## src/rtl/branch_pkg.sv

```systemverilog
// rtl/branch_pkg.sv - shared widths, funct3 codes and stage register layouts for the branch resolver
package branch_pkg;

    localparam int PHT_IDX_W = 6;

    localparam logic [2:0] F3_BEQ  = 3'b000;
    localparam logic [2:0] F3_BNE  = 3'b001;
    localparam logic [2:0] F3_BLT  = 3'b100;
    localparam logic [2:0] F3_BGE  = 3'b101;
    localparam logic [2:0] F3_BLTU = 3'b110;
    localparam logic [2:0] F3_BGEU = 3'b111;

    typedef struct packed {
        logic                 valid;
        logic                 is_branch;
        logic                 predict;
        logic [PHT_IDX_W-1:0] pht_idx;
        logic [31:0]          pc;
    } br_idex_t;

    typedef struct packed {
        logic                 valid;
        logic                 is_branch;
        logic                 predict;
        logic [PHT_IDX_W-1:0] pht_idx;
        logic [31:0]          pc;
        logic                 taken;
        logic [31:0]          target;
    } br_exmem_t;

endpackage

```

## src/rtl/branch_compare.sv

```systemverilog
// rtl/branch_compare.sv - combinational conditional-branch outcome from operands and funct3
module branch_compare
    import branch_pkg::*;
(
    input  logic [31:0] rs1,
    input  logic [31:0] rs2,
    input  logic [2:0]  funct3,
    output logic        taken
);

    always_comb begin
        taken = 1'b0;
        case (funct3)
            F3_BEQ:  taken = (rs1 == rs2);
            F3_BNE:  taken = (rs1 != rs2);
            F3_BLT:  taken = ($signed(rs1) <  $signed(rs2));
            F3_BGE:  taken = ($signed(rs1) >= $signed(rs2));
            F3_BLTU: taken = (rs1 <  rs2);
            F3_BGEU: taken = (rs1 >= rs2);
            default: taken = 1'b0;
        endcase
    end

endmodule

```

## src/rtl/branch_resolver.sv

```systemverilog
// rtl/branch_resolver.sv - ID/EX/MEM branch resolution, predictor update and redirect; BRANCH_STATS_EN adds counters
module branch_resolver
    import branch_pkg::*;
(
    input  logic                 clk_i,
    input  logic                 rst_i,
    input  logic                 stall_i,
    input  logic                 flush_i,
    input  logic                 id_valid,
    input  logic                 id_is_branch,
    input  logic                 id_predict_btaken,
    input  logic [PHT_IDX_W-1:0] id_pht_idx,
    input  logic [31:0]          id_q_pc,
    input  logic [31:0]          ex_rs1_data,
    input  logic [31:0]          ex_rs2_data,
    input  logic [2:0]           ex_funct3,
    input  logic [31:0]          ex_imm,
    output logic                 mem_q_is_branch,
    output logic                 mem_q_jump_taken,
    output logic [PHT_IDX_W-1:0] mem_q_pht_idx,
    output logic                 mem_mispredict,
    output logic [31:0]          mem_redirect_pc,
    output logic [31:0]          branch_count_o,
    output logic [31:0]          mispredict_count_o
);

    br_idex_t  ex_q;
    br_exmem_t mem_q;
    logic      ex_taken;
    logic      mem_fire;

    branch_compare u_compare (
        .rs1    (ex_rs1_data),
        .rs2    (ex_rs2_data),
        .funct3 (ex_funct3),
        .taken  (ex_taken)
    );

    assign mem_fire         = mem_q.valid & mem_q.is_branch & ~stall_i;
    assign mem_q_is_branch  = mem_fire;
    assign mem_q_jump_taken = mem_q.taken;
    assign mem_q_pht_idx    = mem_q.pht_idx;
    assign mem_mispredict   = mem_fire & (mem_q.taken != mem_q.predict);

    // An empty MEM slot reports 0 so the redirect bus is quiet after reset and bubbles.
    assign mem_redirect_pc  = !mem_q.valid ? 32'd0
                            : (mem_q.taken ? mem_q.target : mem_q.pc + 32'd4);

    // mem_mispredict already implies no stall; flush overrides stall.
    always_ff @(posedge clk_i) begin
        if (rst_i || flush_i || mem_mispredict) begin
            ex_q  <= '0;
            mem_q <= '0;
        end else if (!stall_i) begin
            ex_q.valid      <= id_valid;
            ex_q.is_branch  <= id_is_branch;
            ex_q.predict    <= id_predict_btaken;
            ex_q.pht_idx    <= id_pht_idx;
            ex_q.pc         <= id_q_pc;
            mem_q.valid     <= ex_q.valid;
            mem_q.is_branch <= ex_q.is_branch;
            mem_q.predict   <= ex_q.predict;
            mem_q.pht_idx   <= ex_q.pht_idx;
            mem_q.pc        <= ex_q.pc;
            mem_q.taken     <= ex_taken;
            mem_q.target    <= ex_q.pc + ex_imm;
        end
    end

`ifdef BRANCH_STATS_EN
    logic [31:0] branch_count;
    logic [31:0] mispredict_count;

    always_ff @(posedge clk_i) begin
        if (rst_i) begin
            branch_count     <= '0;
            mispredict_count <= '0;
        end else begin
            if (mem_fire)
                branch_count <= branch_count + 32'd1;
            if (mem_mispredict)
                mispredict_count <= mispredict_count + 32'd1;
        end
    end

    assign branch_count_o     = branch_count;
    assign mispredict_count_o = mispredict_count;
`else
    assign branch_count_o     = 32'd0;
    assign mispredict_count_o = 32'd0;
`endif

endmodule

```

## config.mk

```make
export PLATFORM = sky130hd
export DESIGN_NAME = branch_resolver
export DESIGN_NICKNAME = d
export VERILOG_FILES = /design/src/rtl/branch_pkg.sv /design/src/rtl/branch_compare.sv /design/src/rtl/branch_resolver.sv
export SDC_FILE = /design/constraint.sdc
export NUM_CORES = 1
export LEC_CHECK = 0
export BUFFER_PORTS_ARGS = -buffer_cell sky130_fd_sc_hd__buf_2
export CELL_PAD_IN_SITES_DETAIL_PLACEMENT = 1
export CELL_PAD_IN_SITES_GLOBAL_PLACEMENT = 2
export CORE_UTILIZATION = 32
export CTS_BUF_LIST = sky130_fd_sc_hd__clkbuf_2 sky130_fd_sc_hd__clkbuf_4 sky130_fd_sc_hd__clkbuf_8
export DETAILED_ROUTE_END_ITERATION = 8
export PLACE_DENSITY = 0.95
export SYNTH_ARGS = -nofsm -noshare
export SYNTH_HDL_FRONTEND = slang
export SYNTH_SLANG_ARGS = --single-unit
```

## constraint.sdc

```tcl
create_clock -name clk_i -period 4.5 [get_ports clk_i]
set_input_delay 0.675 -clock clk_i [delete_from_list [all_inputs] [get_ports clk_i]]
set_output_delay 0.675 -clock clk_i [all_outputs]
set_load 0.02 [all_outputs]
```

; ---- Word level (Yosys, flattened, before mapping)
; Index checks and enable logic that the tools add are counted.
[word_totals]
reg_bits = 115
out_inout_bits = 105
wordCells = 36
[op_classes]
addsub = 2
order_cmp = 4
n_eq_ne = 8
muxes = 3
bitwise_logic = 4
reduce_logical = 3
[ops]
columns = operator, count
row1 = $ge 32x32->1, 2
row2 = $lt 32x32->1, 2
row3 = $mux 32, 2
row4 = $add 32x3->32 const B, 1
row5 = $add 32x32->32, 1
row6 = $eq 32x32->1, 1
row7 = $ne 32x32->1, 1
row8 = $eq 3x3->1 const B, 4
row9 = $pmux 1 s6, 1
row10 = $and 1x1->1, 3
row11 = $eq 3x1->1 const B, 1
row12 = $logic_not 3->1, 1
row13 = $logic_or 1x1->1, 2
row14 = $ne 1x1->1, 1
row15 = $not 1->1, 1

; ---- Logic depth before layout (Yosys ltp)
; Gate-level depths: netlist of run 1.
[depth]
word_depth = 4
mapped_depth = 12
depth_no_buf = 12

; ---- Modules after synthesis
; A second synthesis of run 1 with hierarchy kept.
[hier_totals]
cells_unflattened = 985
area_unflattened_um2 = 8077.7
[by_module_without_submodules]
columns = module, instances, cells_each, area_each_um2
row1 = branch_resolver, 1, 857, 7154.4
row2 = branch_compare, 1, 128, 923.4

; ---- Worst setup path after synthesis of run 1
; No wires, ideal clock.
[synth_timing]
kind = input port to flip-flop
from = input ex_imm[2]
to = register mem_q[29] in the netlist's numbering
setup_time_ps = 117
arrival_time_ps = 2911
required_time_ps = 4383
slack_ps = 1471
stages = 10
path_buffers = 0
cell_sequence = ha_1 a21oi_1 a211o_1 and2_4 o41ai_4 o211ai_2 or3_4 a31oi_4 mux2i_1 nand2_1
[synth_between]
elab_chain_len = 1
[synth_rtl]
columns = element, line
row1 = start: declaration, branch_resolver.sv:17  ; input logic [31:0] ex_imm,
row2 = $add 32x32->32, branch_resolver.sv:66  ; mem_q.target <= ex_q.pc + ex_imm;
row3 = end: declaration, branch_resolver.sv:28  ; br_exmem_t mem_q;
; No other way between the ends.
; A chain may end at the register's enable or synchronous reset.

; ---- Worst setup path in the final report of run 1
[layout_timing]
from = register mem_q[35] in the netlist's numbering
to = output mem_redirect_pc[30]
[layout_between]
elab_chain_len = 3
[layout_rtl]
columns = element, line
row1 = $add 32x3->32, branch_resolver.sv:47  ; : (mem_q.taken ? mem_q.target : mem_q.pc + 32'd4);
row2 = $mux 32, branch_resolver.sv:47
row3 = $mux 32, branch_resolver.sv:46  ; assign mem_redirect_pc = !mem_q.valid ? 32'd0
row4 = end: declaration, branch_resolver.sv:22  ; output logic [31:0] mem_redirect_pc,
; No other way between the ends.

==> results of run 1 <==
[power by group]
part / leakage, nW / total (mW) / internal (mW) / switching [mW]
combinational: 3.37 / 0.444 / 0.181 / 0.263
sequential: 0.934 / 1.07 / 1.04 / 0.0210
clock: 0.230 / 1.16 / 0.682 / 0.478
[worst min path at each step]
stage                        from         to  cells past startpoint
floorplan               mem_q[25]  mem_q[25]                      2
global placement        mem_q[17]  mem_q[17]                      2
detailed placement      mem_q[27]  mem_q[27]                      2
CTS                 id_pht_idx[3]   ex_q[35]                      3
global route          id_q_pc[11]   ex_q[11]                      3
finish                id_q_pc[11]   ex_q[11]                      3
[kinds of logic (layout without fill, tap and decap cells)]
group | count (synthesis) | count (layout) | share of synthesized area
buf+inv | 156 | 268 | 0.107
fa+ha+maj | 65 | 65 | 0.103
mux | 96 | 96 | 0.121
simple gates | 335 | 335 | 0.200
other cells | 1 | 64 | 0.000472
flops | 115 | 115 | 0.289
xor+xnor | 54 | 54 | 0.0595
compound gates | 153 | 153 | 0.119
[area by class of cell]
type	count	area [µm²]	area share
multi-input combinational	767	5040	0.538
tap	324	405	0.0432
clock buffer	18	248	0.0264
clock inverter	14	226	0.0242
sequential	115	2300	0.246
inverter	45	169	0.0180
timing repair buffer	191	980	0.104
[routing by layer]
layer | routed length [µm] | part of all wire
met1 | 10100 | 0.45
met2 | 10900 | 0.49
met3 | 1040 | 0.047
met4 | 259 | 0.012
met5 | 13 | 0.00058
[layout by cell type, fill, tap and decap left out, types with 11 or more instances in the layout]
| master | synthesis | final |
|---|---|---|
| a21o_1 | 11 | 11 |
| a21oi_1 | 51 | 51 |
| and2_1 | 31 | 31 |
| buf_2 | 3 | 183 |
| clkbuf_8 | 0 | 18 |
| conb_1 | 1 | 64 |
| dfxtp_1 | 115 | 114 |
| ha_1 | 64 | 64 |
| inv_1 | 45 | 45 |
| mux2i_1 | 96 | 96 |
| nand2_1 | 62 | 62 |
| nand3_1 | 32 | 32 |
| nor2_1 | 136 | 136 |
| nor3_1 | 14 | 13 |
| o21ai_0 | 52 | 52 |
| xnor2_1 | 24 | 24 |
| xor2_1 | 30 | 30 |
[registers in the layout (all words and copies together), names as in the netlist]
name              count
ex_q                 41
mem_q                67
mem_q_jump_taken      1
mem_q_pht_idx         6
[critical path, cell delays in order, from the launching register on]
cell     delay (ps)
dfxtp_1         410
ha_1            250
and4_1          280
nand3_1         100
nor2_1          250
and2_0          430
inv_1           140
nor3_1          270
xnor2_1         140
o21ai_0          80
and2_1          180
buf_2           150
==> qor.yml, run 1 <==
run_status: "finished, final reports clean"
die_y_um: 160
drt-pass1-iter-count: 4
grt_usage: 0.179
setup_slack_ps: 711
port-buffer-count: 184
place_ws_ps: 1020
fin_area_um2: 9380
maxSlewHeadroom: 0.385
setup_viol: 0
reg2reg_slack_ps: 1440
final_cells: 1474
cts_root_buf: "clkbuf_8"
clock-sinks: 115
antenna_found_initial: 1
cts_tree: "built"
yosysMostFrequentCell: "nor2_1"
syn_area_um2: 7950
startpoint: "mem_q[35]"
clk_pin_slew_ps: 80
synth_top_cell_by_area: "dfxtp_1"
hold_viol: 0
rows: 57
startpoint_type: "register"
nFillCells: 3017
drv_cap: 0
critical_path_arrival_ps: 3110
ys_seq_elements: 115
grt_use_met3: 0.0379
grt-ovfl-total: 0
min_path_type: "in -> reg"
vias_per_cell: 4.82
drt.antenna.violating_nets: 0
fp.dieArea_um2: 25500
synth_area_leaders: "dfxtp_1, mux2i_1, ha_1"
finClkSkew_ps: 18.3
post-cts-setup-buffer-count: 0
drt_iter0_drc: 224
wire_per_inst_um: 15.1
crit_path_end_kind: "output port"
yosysWarningCount: 0
tightest_slew_ps: 923
leakage_nw: 4.53
dp.cells: 1442
grt_pass1_vias: 7237
clock_path_buffers: 2
grt_pass1_wl_um: 36400
r2r_start: "ex_q[6]"
area_growth_syn_to_layout_pct: 17.9
grt_max_degree: 88
criticalPathCategory: "reg -> out"
yosysTopAreaCellShare: 0.289
ios: 249
powerDensity_nw_per_um2: 285
r2r_cells: 10
drv_slew: 0
synthFlopType: "dfxtp_1"
holdBufCountCts: 0
start_util: 0.327
remaining_drc_errors: 0
diodes: 0
ys_seq_area_frac: 0.289
postPlaceCellArea_um2: 8900
total_power_mw: 2.67
holdWs_ps: 459
clk_latency_ps: 450
routed_wl_um: 22300
tns_ps: 0
fin_crit_ps: 3790
synth_edf_count: 0
async_flop_share: 0
fin_nets: 1346
gp_congestion: 0.832
yosys-top-cells-count: "nor2_1, dfxtp_1, mux2i_1, buf_4, ha_1"
cts_buffers: 17
crit_fanout: 6
busiest_layer: "met2"
drive_gt1_frac: 0.205
die_w_um: 160
fin_util: 0.386
synthDistinctLibCells: 59
avgSynthCellArea_um2: 8.16
synthCells: 975
cts_max_level: 4
max_freq_mhz: 264
critical_path_required_ps: 3830
timing.rr.end: "mem_q[29]"
period_share: 0.842
met2_usage: 0.320
num_vias: 7107
vdd_ir_drop_max_mv: 0.152
rsz0062_at_grt: "false"
post_cts_resized: 0
dp_hpwl_um: 16900
cp-endpoint: "mem_redirect_pc[30]"
met1_usage: 0.215
core_area_um2: 24300
Power figures use the tool's default switching activity.
==> run 2: changes to the inputs <==
--- a/config.mk
+++ b/config.mk
@@ -8,10 +8,10 @@
 export BUFFER_PORTS_ARGS = -buffer_cell sky130_fd_sc_hd__buf_2
 export CELL_PAD_IN_SITES_DETAIL_PLACEMENT = 1
 export CELL_PAD_IN_SITES_GLOBAL_PLACEMENT = 2
-export CORE_UTILIZATION = 32
+export CORE_UTILIZATION = 27
 export CTS_BUF_LIST = sky130_fd_sc_hd__clkbuf_2 sky130_fd_sc_hd__clkbuf_4 sky130_fd_sc_hd__clkbuf_8
 export DETAILED_ROUTE_END_ITERATION = 8
-export PLACE_DENSITY = 0.95
+export PLACE_DENSITY = 0.86
 export SYNTH_ARGS = -nofsm -noshare
 export SYNTH_HDL_FRONTEND = slang
 export SYNTH_SLANG_ARGS = --single-unit
==> constraint.sdc (replaced) <==
create_clock -name clk_i -period 3.45 [get_ports clk_i]
set_input_delay 0.5175 -clock clk_i [delete_from_list [all_inputs] [get_ports clk_i]]
set_output_delay 0.5175 -clock clk_i [all_outputs]
set_load 0.02 [all_outputs]
==> run 2 against run 1 <==
Net effect:
- final area is 1.4% higher
- clock skew is 3.9 ps lower
- utilization is 5.6 points lower
- setup slack worse by 540 ps
- largest power group unchanged
==> qor.yml, run 2 (synthesis gave the netlist of run 1 again) <==
critical_path_required_ps: 2930
cp-endpoint: "mem_redirect_pc[31]"
timing.rr.end: "mem_q[24]"
drive_gt1_frac: 0.222
r2r_cells: 12
critical_path_arrival_ps: 2760
maxSlewHeadroom: 0.338
setup_viol: 0
met1_usage: 0.199
drv_cap: 0
final_common_cell: "buf_2"
ios: 249
largest_reg_flops: 67
fp.dieArea_um2: 30100
r2r_start: "ex_q[0]"
area_growth_syn_to_layout_pct: 19.5
startpoint_type: "register"
leakage_nw: 4.56
fin_crit_ps: 3280
clock-sinks: 115
cts_tree: "built"
dp_hpwl_um: 17900
diodes: 0
drt-pass1-iter-count: 4
remaining_drc_errors: 0
min_path_type: "in -> reg"
port-buffer-count: 184
fin_nets: 1355
rsz0062_at_grt: "false"
clk_latency_ps: 440
busiest_layer: "met2"
gp_congestion: 0.824
final_cell_mix: "buf_2, nor2_1, dfxtp_1, mux2i_1"
drt_iter0_drc: 245
run_status: "finished, final reports clean"
powerDensity_nw_per_um2: 356
period_share: 0.950
met2_usage: 0.262
vias_per_cell: 4.61
holdWs_ps: 298
drv_slew: 0
grt_max_degree: 71
cts_max_level: 4
tightest_slew_ps: 993
die_w_um: 174
clock_path_buffers: 2
grt_pass1_wl_um: 37300
hold_viol: 0
tns_ps: 0
finClkSkew_ps: 14.4
max_freq_mhz: 305
crit_path_end_kind: "output port"
grt_use_met3: 0.0259
start_util: 0.276
holdBufCountCts: 0
criticalPathCategory: "reg -> out"
crit_fanout: 4
rows: 62
cts_root_buf: "clkbuf_8"
fin_util: 0.329
clk_pin_slew_ps: 80
wire_per_inst_um: 15.1
startpoint: "mem_q[52]"
num_vias: 7110
routed_wl_um: 23300
drt.antenna.violating_nets: 0
core_area_um2: 28900
grt_usage: 0.155
cts_buffers: 17
regMostFlops: "mem_q"
reg2reg_slack_ps: 450
grt-ovfl-total: 0
antenna_found_initial: 0
grt_pass1_vias: 7131
vdd_ir_drop_max_mv: 0.172
die_y_um: 174
[run 2: cell types whose count changed in the layout (fill, tap and decap cells not counted), moves of 2 or more]
cell	previous run	this run
nor2_1	136	134
dfxtp_2	1	5
buf_4	7	16
bufinv_16	5	3
dfxtp_1	114	110
nor3_2	1	3
inv_6	2	7
clkinv_4	5	2
nor3_1	13	11
nor2_2	0	2
[run 2: timing repair]
item / 4_1_cts / 5_1_grt
endpoints found under the setup margin: 8 / 7
buffers inserted: 0 / 2
pin swaps: 0 / 1
resized for setup: 5 / 9
[run 2: power by group]
part	internal [mW]	switching [mW]
Combinational	0.239	0.347
Sequential	1.36	0.0269
Clock	0.737	0.672
[run 2: final cells by class]
type,count,area (µm²)
Inverter,45,169
Timing Repair Buffer,200,1050
Tap cell,384,480
Clock buffer,17,234
Fill cell,3590,19400
Sequential cell,115,2310
Multi-Input combinational cell,767,5070
Clock inverter,15,195
[run 2: how the worst min path moves through the flow]
stage	endpoint	slack (ps)	cells after the start	start
after floorplan	mem_q[25]	440	2	mem_q[25]
after global placement	mem_q[17]	470	2	mem_q[17]
after detailed placement	mem_q[25]	470	2	mem_q[25]
after CTS	ex_q[36]	260	3	id_pht_idx[4]
after global routing	ex_q[36]	280	3	id_pht_idx[4]
final	ex_q[36]	300	3	id_pht_idx[4]
[run 2: stage by stage]
step / instance area [µm²] / power (mW) / instances / setup slack, ps
CTS: 9470 / 3.46 / 1541 / 10.4
global placement: 9030 / 2.00 / 1509 / 223
floorplan: 8190 / 1.87 / 1038 / 579
detailed placement: 9030 / 2.01 / 1509 / 173
global route: 9510 / 3.57 / 1543 / 14.9
finish: 9510 / 3.38 / 1543 / 172
[run 2: per-layer routing]
metal  up-vias  share of wire
li1       3548              -
met1      3328           0.46
met2       209           0.47
met3        25          0.046
met4         0          0.017
met5         -              0
[run 2: worst max-delay path, cell delays in order (launching register included)]
cell and delay [ps]:
dfxtp_1 370, and3_1 210, and3_2 240, nand4_1 220
or4_4 590, xor2_1 150, o21ai_1 130, buf_4 140
and2_1 120, buf_2 160
